### src/rtl/i2c_oled_target.sv
// Write-only I2C target for SSD1306-style OLED controllers.
// Decodes the address byte, then alternates control bytes (Co, D/C#) and
// payload bytes, presenting each payload byte with a one-cycle strobe.
// SCL and SDA are oversampled on clk; all bus decisions use synchronized levels.
module i2c_oled_target #(
  parameter logic [6:0] ADDRESS     = 7'h3C,
  parameter int         SYNC_STAGES = 2
) (
  input  logic       clk,
  input  logic       rst,
  input  logic       scl_i,
  input  logic       sda_i,
  output logic       sda_pull_low,
  output logic [7:0] byte_out,
  output logic       byte_valid,
  output logic       byte_is_cmd,
  output logic       frame_start,
  output logic       frame_end,
  output logic       busy
);

  // Two flops is the floor for metastability protection.
  localparam int STAGES = (SYNC_STAGES < 2) ? 2 : SYNC_STAGES;

  typedef enum logic [2:0] {
    ST_IDLE,
    ST_ADDR,
    ST_ADDR_ACK,
    ST_CTRL,
    ST_CTRL_ACK,
    ST_DATA,
    ST_DATA_ACK,
    ST_IGNORE
  } state_e;

  // Synchronizer chains and previous-sample flops for edge detection.
  logic [STAGES-1:0] scl_sync_q, scl_sync_d;
  logic [STAGES-1:0] sda_sync_q, sda_sync_d;
  logic              scl_prev_q, scl_prev_d;
  logic              sda_prev_q, sda_prev_d;

  // Protocol state and datapath.
  state_e      state_q, state_d;
  logic [2:0]  bit_cnt_q, bit_cnt_d;
  logic [6:0]  shift_q, shift_d;
  logic        ack_drive_q, ack_drive_d;
  logic        co_q, co_d;
  logic        dc_q, dc_d;
  logic [7:0]  byte_out_q, byte_out_d;
  logic        byte_is_cmd_q, byte_is_cmd_d;
  logic        byte_valid_q, byte_valid_d;
  logic        frame_start_q, frame_start_d;
  logic        frame_end_q, frame_end_d;
  logic        busy_q, busy_d;

  // Decoded bus events.
  logic       scl_s, sda_s;
  logic       scl_rise, scl_fall;
  logic       start_det, stop_det;
  logic [7:0] rx_byte;
  logic       byte_done;
  logic       receiving;
  logic       in_frame;

  assign scl_s = scl_sync_q[STAGES-1];
  assign sda_s = sda_sync_q[STAGES-1];

  // SCL must be high on both samples so that a simultaneous SCL/SDA change
  // is never mistaken for a START or STOP.
  assign scl_rise  = scl_s & ~scl_prev_q;
  assign scl_fall  = ~scl_s & scl_prev_q;
  assign start_det = scl_s & scl_prev_q & sda_prev_q & ~sda_s;
  assign stop_det  = scl_s & scl_prev_q & ~sda_prev_q & sda_s;

  assign rx_byte   = {shift_q, sda_s};
  assign byte_done = scl_rise && (bit_cnt_q == 3'd7);
  assign receiving = (state_q == ST_ADDR) || (state_q == ST_CTRL) || (state_q == ST_DATA);
  assign in_frame  = (state_q == ST_ADDR_ACK) || (state_q == ST_CTRL) ||
                     (state_q == ST_CTRL_ACK) || (state_q == ST_DATA) ||
                     (state_q == ST_DATA_ACK);

  // Next values for the synchronizer chains and previous-sample flops.
  always_comb begin
    scl_sync_d = {scl_sync_q[STAGES-2:0], scl_i};
    sda_sync_d = {sda_sync_q[STAGES-2:0], sda_i};
    scl_prev_d = scl_s;
    sda_prev_d = sda_s;
  end

  // Synchronizer registers, preset to the idle-bus level.
  always_ff @(posedge clk or negedge rst) begin
    if (!rst) begin
      // NOTE: presetting to 1 (idle bus) keeps reset release from looking like an SDA/SCL edge.
      scl_sync_q <= '1;
      sda_sync_q <= '1;
      scl_prev_q <= 1'b1;
      sda_prev_q <= 1'b1;
    end else begin
      // NOTE: non-blocking assignments so every flop samples pre-edge values.
      scl_sync_q <= scl_sync_d;
      sda_sync_q <= sda_sync_d;
      scl_prev_q <= scl_prev_d;
      sda_prev_q <= sda_prev_d;
    end
  end

  // Next-state and datapath logic; bus conditions override bit activity.
  always_comb begin
    // NOTE: every signal gets a default first, so no path can infer a latch.
    state_d       = state_q;
    bit_cnt_d     = bit_cnt_q;
    shift_d       = shift_q;
    ack_drive_d   = ack_drive_q;
    co_d          = co_q;
    dc_d          = dc_q;
    byte_out_d    = byte_out_q;
    byte_is_cmd_d = byte_is_cmd_q;
    byte_valid_d  = 1'b0;
    frame_start_d = 1'b0;
    frame_end_d   = 1'b0;

    if (start_det || stop_det) begin
      // Any partial byte is dropped and SDA is let go.
      state_d     = start_det ? ST_ADDR : ST_IDLE;
      bit_cnt_d   = 3'd0;
      ack_drive_d = 1'b0;
      frame_end_d = in_frame;
    end else begin
      if (receiving && scl_rise) begin
        shift_d   = rx_byte[6:0];
        bit_cnt_d = bit_cnt_q + 3'd1;
      end

      case (state_q)
        ST_ADDR: begin
          if (byte_done) begin
            if ((rx_byte[7:1] == ADDRESS) && !rx_byte[0]) begin
              state_d       = ST_ADDR_ACK;
              frame_start_d = 1'b1;
            end else begin
              state_d = ST_IGNORE;
            end
          end
        end
        ST_CTRL: begin
          if (byte_done) begin
            co_d    = rx_byte[7];
            dc_d    = rx_byte[6];
            state_d = ST_CTRL_ACK;
          end
        end
        ST_DATA: begin
          if (byte_done) begin
            byte_out_d    = rx_byte;
            byte_is_cmd_d = ~dc_q;
            byte_valid_d  = 1'b1;
            state_d       = ST_DATA_ACK;
          end
        end
        ST_ADDR_ACK, ST_CTRL_ACK, ST_DATA_ACK: begin
          // First falling edge grabs SDA, the second one lets it go.
          if (scl_fall) begin
            if (!ack_drive_q) begin
              ack_drive_d = 1'b1;
            end else begin
              ack_drive_d = 1'b0;
              case (state_q)
                ST_ADDR_ACK: state_d = ST_CTRL;
                ST_CTRL_ACK: state_d = ST_DATA;
                default:     state_d = co_q ? ST_CTRL : ST_DATA;
              endcase
            end
          end
        end
        default: ;
      endcase
    end

    busy_d = (state_d == ST_ADDR_ACK) || (state_d == ST_CTRL) ||
             (state_d == ST_CTRL_ACK) || (state_d == ST_DATA) ||
             (state_d == ST_DATA_ACK);
  end

  // State and datapath registers.
  always_ff @(posedge clk or negedge rst) begin
    if (!rst) begin
      state_q       <= ST_IDLE;
      bit_cnt_q     <= 3'd0;
      shift_q       <= 7'd0;
      ack_drive_q   <= 1'b0;
      co_q          <= 1'b0;
      dc_q          <= 1'b0;
      byte_out_q    <= 8'h00;
      byte_is_cmd_q <= 1'b0;
      byte_valid_q  <= 1'b0;
      frame_start_q <= 1'b0;
      frame_end_q   <= 1'b0;
      busy_q        <= 1'b0;
    end else begin
      state_q       <= state_d;
      bit_cnt_q     <= bit_cnt_d;
      shift_q       <= shift_d;
      ack_drive_q   <= ack_drive_d;
      co_q          <= co_d;
      dc_q          <= dc_d;
      byte_out_q    <= byte_out_d;
      byte_is_cmd_q <= byte_is_cmd_d;
      byte_valid_q  <= byte_valid_d;
      frame_start_q <= frame_start_d;
      frame_end_q   <= frame_end_d;
      busy_q        <= busy_d;
    end
  end

  // SDA is released in the very cycle a START or STOP is seen.
  assign sda_pull_low = ack_drive_q & ~(start_det | stop_det);
  assign byte_out     = byte_out_q;
  assign byte_is_cmd  = byte_is_cmd_q;
  assign byte_valid   = byte_valid_q;
  assign frame_start  = frame_start_q;
  assign frame_end    = frame_end_q;
  assign busy         = busy_q;

endmodule
### config.mk
export PLATFORM = sky130hd
export DESIGN_NAME = i2c_oled_target
export DESIGN_NICKNAME = d
export VERILOG_FILES = /design/src/rtl/i2c_oled_target.sv
export SDC_FILE = /design/constraint.sdc
export NUM_CORES = 1
export LEC_CHECK = 0
export ABC_AREA = 1
export CAP_MARGIN = 5
export CORE_MARGIN = 4
export CORE_UTILIZATION = 55
export DETAILED_ROUTE_END_ITERATION = 16
export GPL_TIMING_DRIVEN = 1
export PLACE_DENSITY = 0.78
export SLEW_MARGIN = 20
export SYNTH_ARGS = -nofsm -noshare
export SYNTH_HDL_FRONTEND = slang
export SYNTH_SLANG_ARGS = --single-unit
### constraint.sdc
create_clock -name clk -period 2.05 [get_ports clk]
set_input_delay 0.41 -clock clk [delete_from_list [all_inputs] [get_ports clk]]
set_output_delay 0.41 -clock clk [all_outputs]
set_load 0.02 [all_outputs]
Yosys cells after proc, flatten, opt, wreduce, memory -nomap -nowiden
Index checks and enable logic that the tools add are counted.
{"block": "classes", "n_eq_ne": 13, "mux": 25, "add_sub_neg": 1, "reduce_logical": 23, "n_bitwise": 16}
{"op": "$mux W3", "count": 10}
{"op": "$eq A3 B3 Y1 const B", "count": 7}
{"op": "$mux W1", "count": 13}
{"op": "$eq A3 B2 Y1 const B", "count": 4}
{"op": "$pmux W3 S4", "count": 1}
{"op": "$logic_or A1 B1 Y1", "count": 11}
{"op": "$and A1 B1 Y1", "count": 8}
{"op": "$eq A7 B6 Y1 const B", "count": 1}
{"op": "$not A1 Y1", "count": 7}
{"op": "$pmux W3 S2", "count": 1}
{"op": "$reduce_and A3 Y1", "count": 2}
{"op": "$reduce_bool A2 Y1", "count": 3}
{"op": "$reduce_and A2 Y1", "count": 2}
{"op": "$add A3 B1 Y3 const B", "count": 1}
{"op": "$eq A3 B1 Y1 const B", "count": 1}
{"op": "$logic_and A1 B1 Y1", "count": 3}
{"op": "$reduce_or A3 Y1", "count": 1}
{"op": "$logic_not A1 Y1", "count": 1}
{"op": "$or A1 B1 Y1", "count": 1}
{"block": "word_totals", "elab_cells": 94, "reg_bits": 35, "output_inout_bits": 14}

Logic depth before layout (Yosys ltp)
{"block": "depth", "word_depth": 11, "depth_mapped": 11, "depth_no_buf": 11}

Worst setup path before layout
No wires, ideal clock.
{"block": "synth_timing", "path_type": "register to output", "from": "reg sda_sync_q[1]", "to": "out sda_pull_low", "slack_ns": 0.546, "arrival_time_ns": 1.094, "path_stages_with_launch": 7, "path_cell_list": "dfstp_2 -> inv_1 -> nand2_1 -> nor2_2 -> inv_1 -> nand2_2 -> nor2_1"}
{"block": "synth_between", "elab_chain_cells": 5, "elab_cells_between_ends": 6, "classes_between": "bitwise (6)"}
{"element": "start: declaration", "line_no": "38", "source": "logic [STAGES-1:0] sda_sync_q, sda_sync_d;"}
{"element": "start signal: assignment", "line_no": "101", "source": "sda_sync_q <= sda_sync_d;"}
{"element": "$not A1 Y1", "line_no": "72", "source": "assign start_det = scl_s & scl_prev_q & sda_prev_q & ~sda_s;"}
{"element": "$and A1 B1 Y1", "line_no": "72"}
{"element": "$or A1 B1 Y1 *", "line_no": "216", "source": "assign sda_pull_low = ack_drive_q & ~(start_det | stop_det);"}
{"element": "$not A1 Y1 *", "line_no": "216"}
{"element": "$and A1 B1 Y1 *", "line_no": "216"}
{"element": "end: declaration", "line_no": "13", "source": "output logic sda_pull_low,"}
Every way passes the cells marked *; elsewhere a longest branch is shown, timed or not.

Worst setup path after layout
{"block": "layout_timing", "from": "reg scl_prev_q", "to": "out sda_pull_low"}
{"block": "layout_between", "elab_chain_cells": 6, "elab_cells_between_ends": 8, "classes_between": "bitwise (8)"}
{"element": "start: declaration", "line_no": "39", "source": "logic scl_prev_q, scl_prev_d;"}
{"element": "start signal: assignment", "line_no": "102", "source": "scl_prev_q <= scl_prev_d;"}
{"element": "$and A1 B1 Y1 *", "line_no": "72, 73"}
{"element": "$and A1 B1 Y1 (on tied branches) (2 in a row)", "line_no": "72, 73"}
{"element": "$or A1 B1 Y1 *", "line_no": "216"}
{"element": "$not A1 Y1 *", "line_no": "216"}
{"element": "$and A1 B1 Y1 *", "line_no": "216"}
Marks and branches as above.

==> metrics <==
CP endpoint kind=output port; synthesized net count=~180; worst path bufs/invs=2; Post-DRT Antenna Nets=0; most frequent cells in the layout=47 x nand2_1, 29 x dfrtp_1, 16 x clkdlybuf4s50_1, 15 x inv_1, 15 x o21ai_1; DR iter-0 viols=34; Setup Fix Bufs, Post-CTS=0; routed vias/inst=5.12; Nets=between 200 and 250; Worst Path Arrival=about 1.5 ns; Final Cycle Share=91.3%; Worst Path Max Fanout=5; Synth Instances=approximately 180; via count=around 1.2k; post-detail-place hpwl=2.06 mm; Diodes inserted=0; share of cells above drive strength 1=between 20% and 30%; status=complete, no violations; Worst Path Class, Setup=flop to output port; Worst slew margin=a little under 70%; TNS Setup=0 ns; max-slew violations=0; Setup Skew=just over 0.007 ns; Hold Buf Count CTS=0; Final Hold Viols=0; grt ovf=0; initial antenna violation count=0; Max IR drop VDD=0.925 mV; CP max stage delay=between 0.5 and 0.6 ns; Clk Latency, worst-skew pair=about 0.34 ns; CTS tree=yes; die area=between 3000 and 4000 µm²; synth unique cells=23; largest net degree at the start of global routing=36; deepest clock path buffer count=2; Min Clock Period, post-route=between 1.5 and 2 ns; Filler Cell Count=around 240; Resized cells post-CTS=1; maxcap violations=0; Seq/Total Area, Yosys=54.9%; Top delay family on crit path=flip-flops; register area=about 880 µm²; synthesized cell area=about 1600 µm²; CTS Sinks=35; Rows=19; commonest non-fill, non-tap cell in the layout=nand2_1; critical path's most frequent cell=nand2_2; routability cong.=about 0.85; fmax=between 500 and 600 MHz; total power=between 1.5 and 2 mW; Worst Setup Start Kind=flop; Synth Area per Inst=9.14 µm²; first-pass GRT wire length=approximately 5.0 mm; RSZ-0062 raised after global routing=false; worst slew pin tran=around 0.46 ns; clk slew on worst S/H paths=0.09 ns; final setup fails=0; pwr/cell area=about 1000 nW/µm²; leading area contributor after synthesis=dfrtp_1; worst hold-check path type=flop to flop; die width=around 62 µm; register bit total from synthesis=35; port bufs=17; die height=between 60 and 70 µm; DRC viols=0; Initial Util=57.8%; Synth top area share=45.1%; Ports=18; layout overhead on the synthesized area=15.3%; total global-route track usage=a little under a fifth; wire length per cell=between 10 and 15 µm; vias in the first global route=around 1.2k; P_leak=roughly 0.9 nW; depth of the CTS H-tree=2; CTS Buf Count=5; worst path required time=around 1.6 ns; Synth area leaders=dfrtp_1 45%, nand2_1 11%, dfstp_2 9.8%; crit path cell chain=nand2_2, nor2_2, inv_1, nand2_2, nor2_1, clkbuf_2; WL final=2.81 mm; Crit-path slowest cell=dfstp_2; core area=between 2000 and 3000 µm²; footprint of the multi-input gates=slightly above 600 µm²; first drt pass iteration count=6; R2R Setup Slk=between 0.4 and 0.5 ns; YS warnings=0; Clock Tree Root=clkbuf_4
sequential cells by signal, summed over array words and instances, names as in the netlist:
name and count:
ack_drive_q 1, bit_cnt_q 3, busy 1, byte_is_cmd 1
byte_out 8, byte_valid 1, co_q 1, dc_q 1
frame_end 1, frame_start 1, scl_prev_q 1, scl_sync_q 2
sda_prev_q 1, sda_sync_q 2, shift_q 7, state_q 3
stage by stage:
step | util [%] | setup WS [ns] | area, µm² | std cells | hold slack, ns
after floorplan | - | 0.546 | 1610 | 176 | 0.114
after global routing | 66.7 | 0.0731 | 1860 | 232 | 0.370
after global placement | 65.1 | 0.150 | 1810 | 224 | 0.348
after CTS | 66.8 | 0.00484 | 1860 | 232 | 0.362
final | 66.7 | 0.179 | 1860 | 232 | 0.361
after detailed placement | 65.1 | 0.117 | 1810 | 224 | 0.348
routing by layer:
| metal | track usage (%) | vias up | routed length, µm | part of all wire (%) |
|---|---|---|---|---|
| li1 | - | 606 | - | - |
| met1 | 20.6 | 551 | 1190 | 42 |
| met2 | 32.4 | 23 | 1420 | 51 |
| met3 | 5.58 | 7 | 137 | 4.9 |
| met4 | 7.27 | 0 | 55 | 2.0 |
| met5 | 0 | - | 0 | 0 |
power breakdown:
| part | internal, mW | switching (mW) |
|---|---|---|
| sequential | 0.832 | 0.135 |
| combinational | 0.214 | 0.355 |
| clock | 0.133 | 0.218 |
final timing paths:
kind,start,end,cells after the start
min in group asynchronous,rst,byte_out[6]$_DFFE_PN0P_,2
worst min register to register,scl_sync_q[0]$_DFF_PN1_,scl_sync_q[1]$_DFF_PN1_,0
worst max register to register,bit_cnt_q[0]$_DFFE_PN0P_,busy$_DFF_PN0_,10
worst max-delay path,scl_prev_q$_DFF_PN1_,sda_pull_low,6
worst min-delay path,scl_sync_q[0]$_DFF_PN1_,scl_sync_q[1]$_DFF_PN1_,0
max in group asynchronous,rst,scl_prev_q$_DFF_PN1_,2
cell type report:
| type | instances | share of cell area (%) |
|---|---|---|
| clock inverter | 1 | 0.270 |
| clock buffer | 7 | 2.43 |
| multi-input combinational | 114 | 32.6 |
| tap | 31 | 2.09 |
| inverter | 24 | 4.86 |
| timing repair buffer | 20 | 10.1 |
| sequential | 35 | 47.6 |
logic make-up after synthesis:
group                      synth area share [%]
and+or+nand+nor                            26.8
adders and majority gates                  1.55
DFF                                        54.9
buffers and inverters                      7.46
AOI/OAI and AO/OA                          9.25
cell usage after synthesis (all sizes together):
master,instances
nand2,51
dfrtp,29
inv,24
nor2,21
o21ai,19
nand3,13
dfstp,6
a21oi,4
buf,3
ha,2
nand3b,1
nand4,1
nor3,1
o2111ai,1
Power figures use the tool's default switching activity.
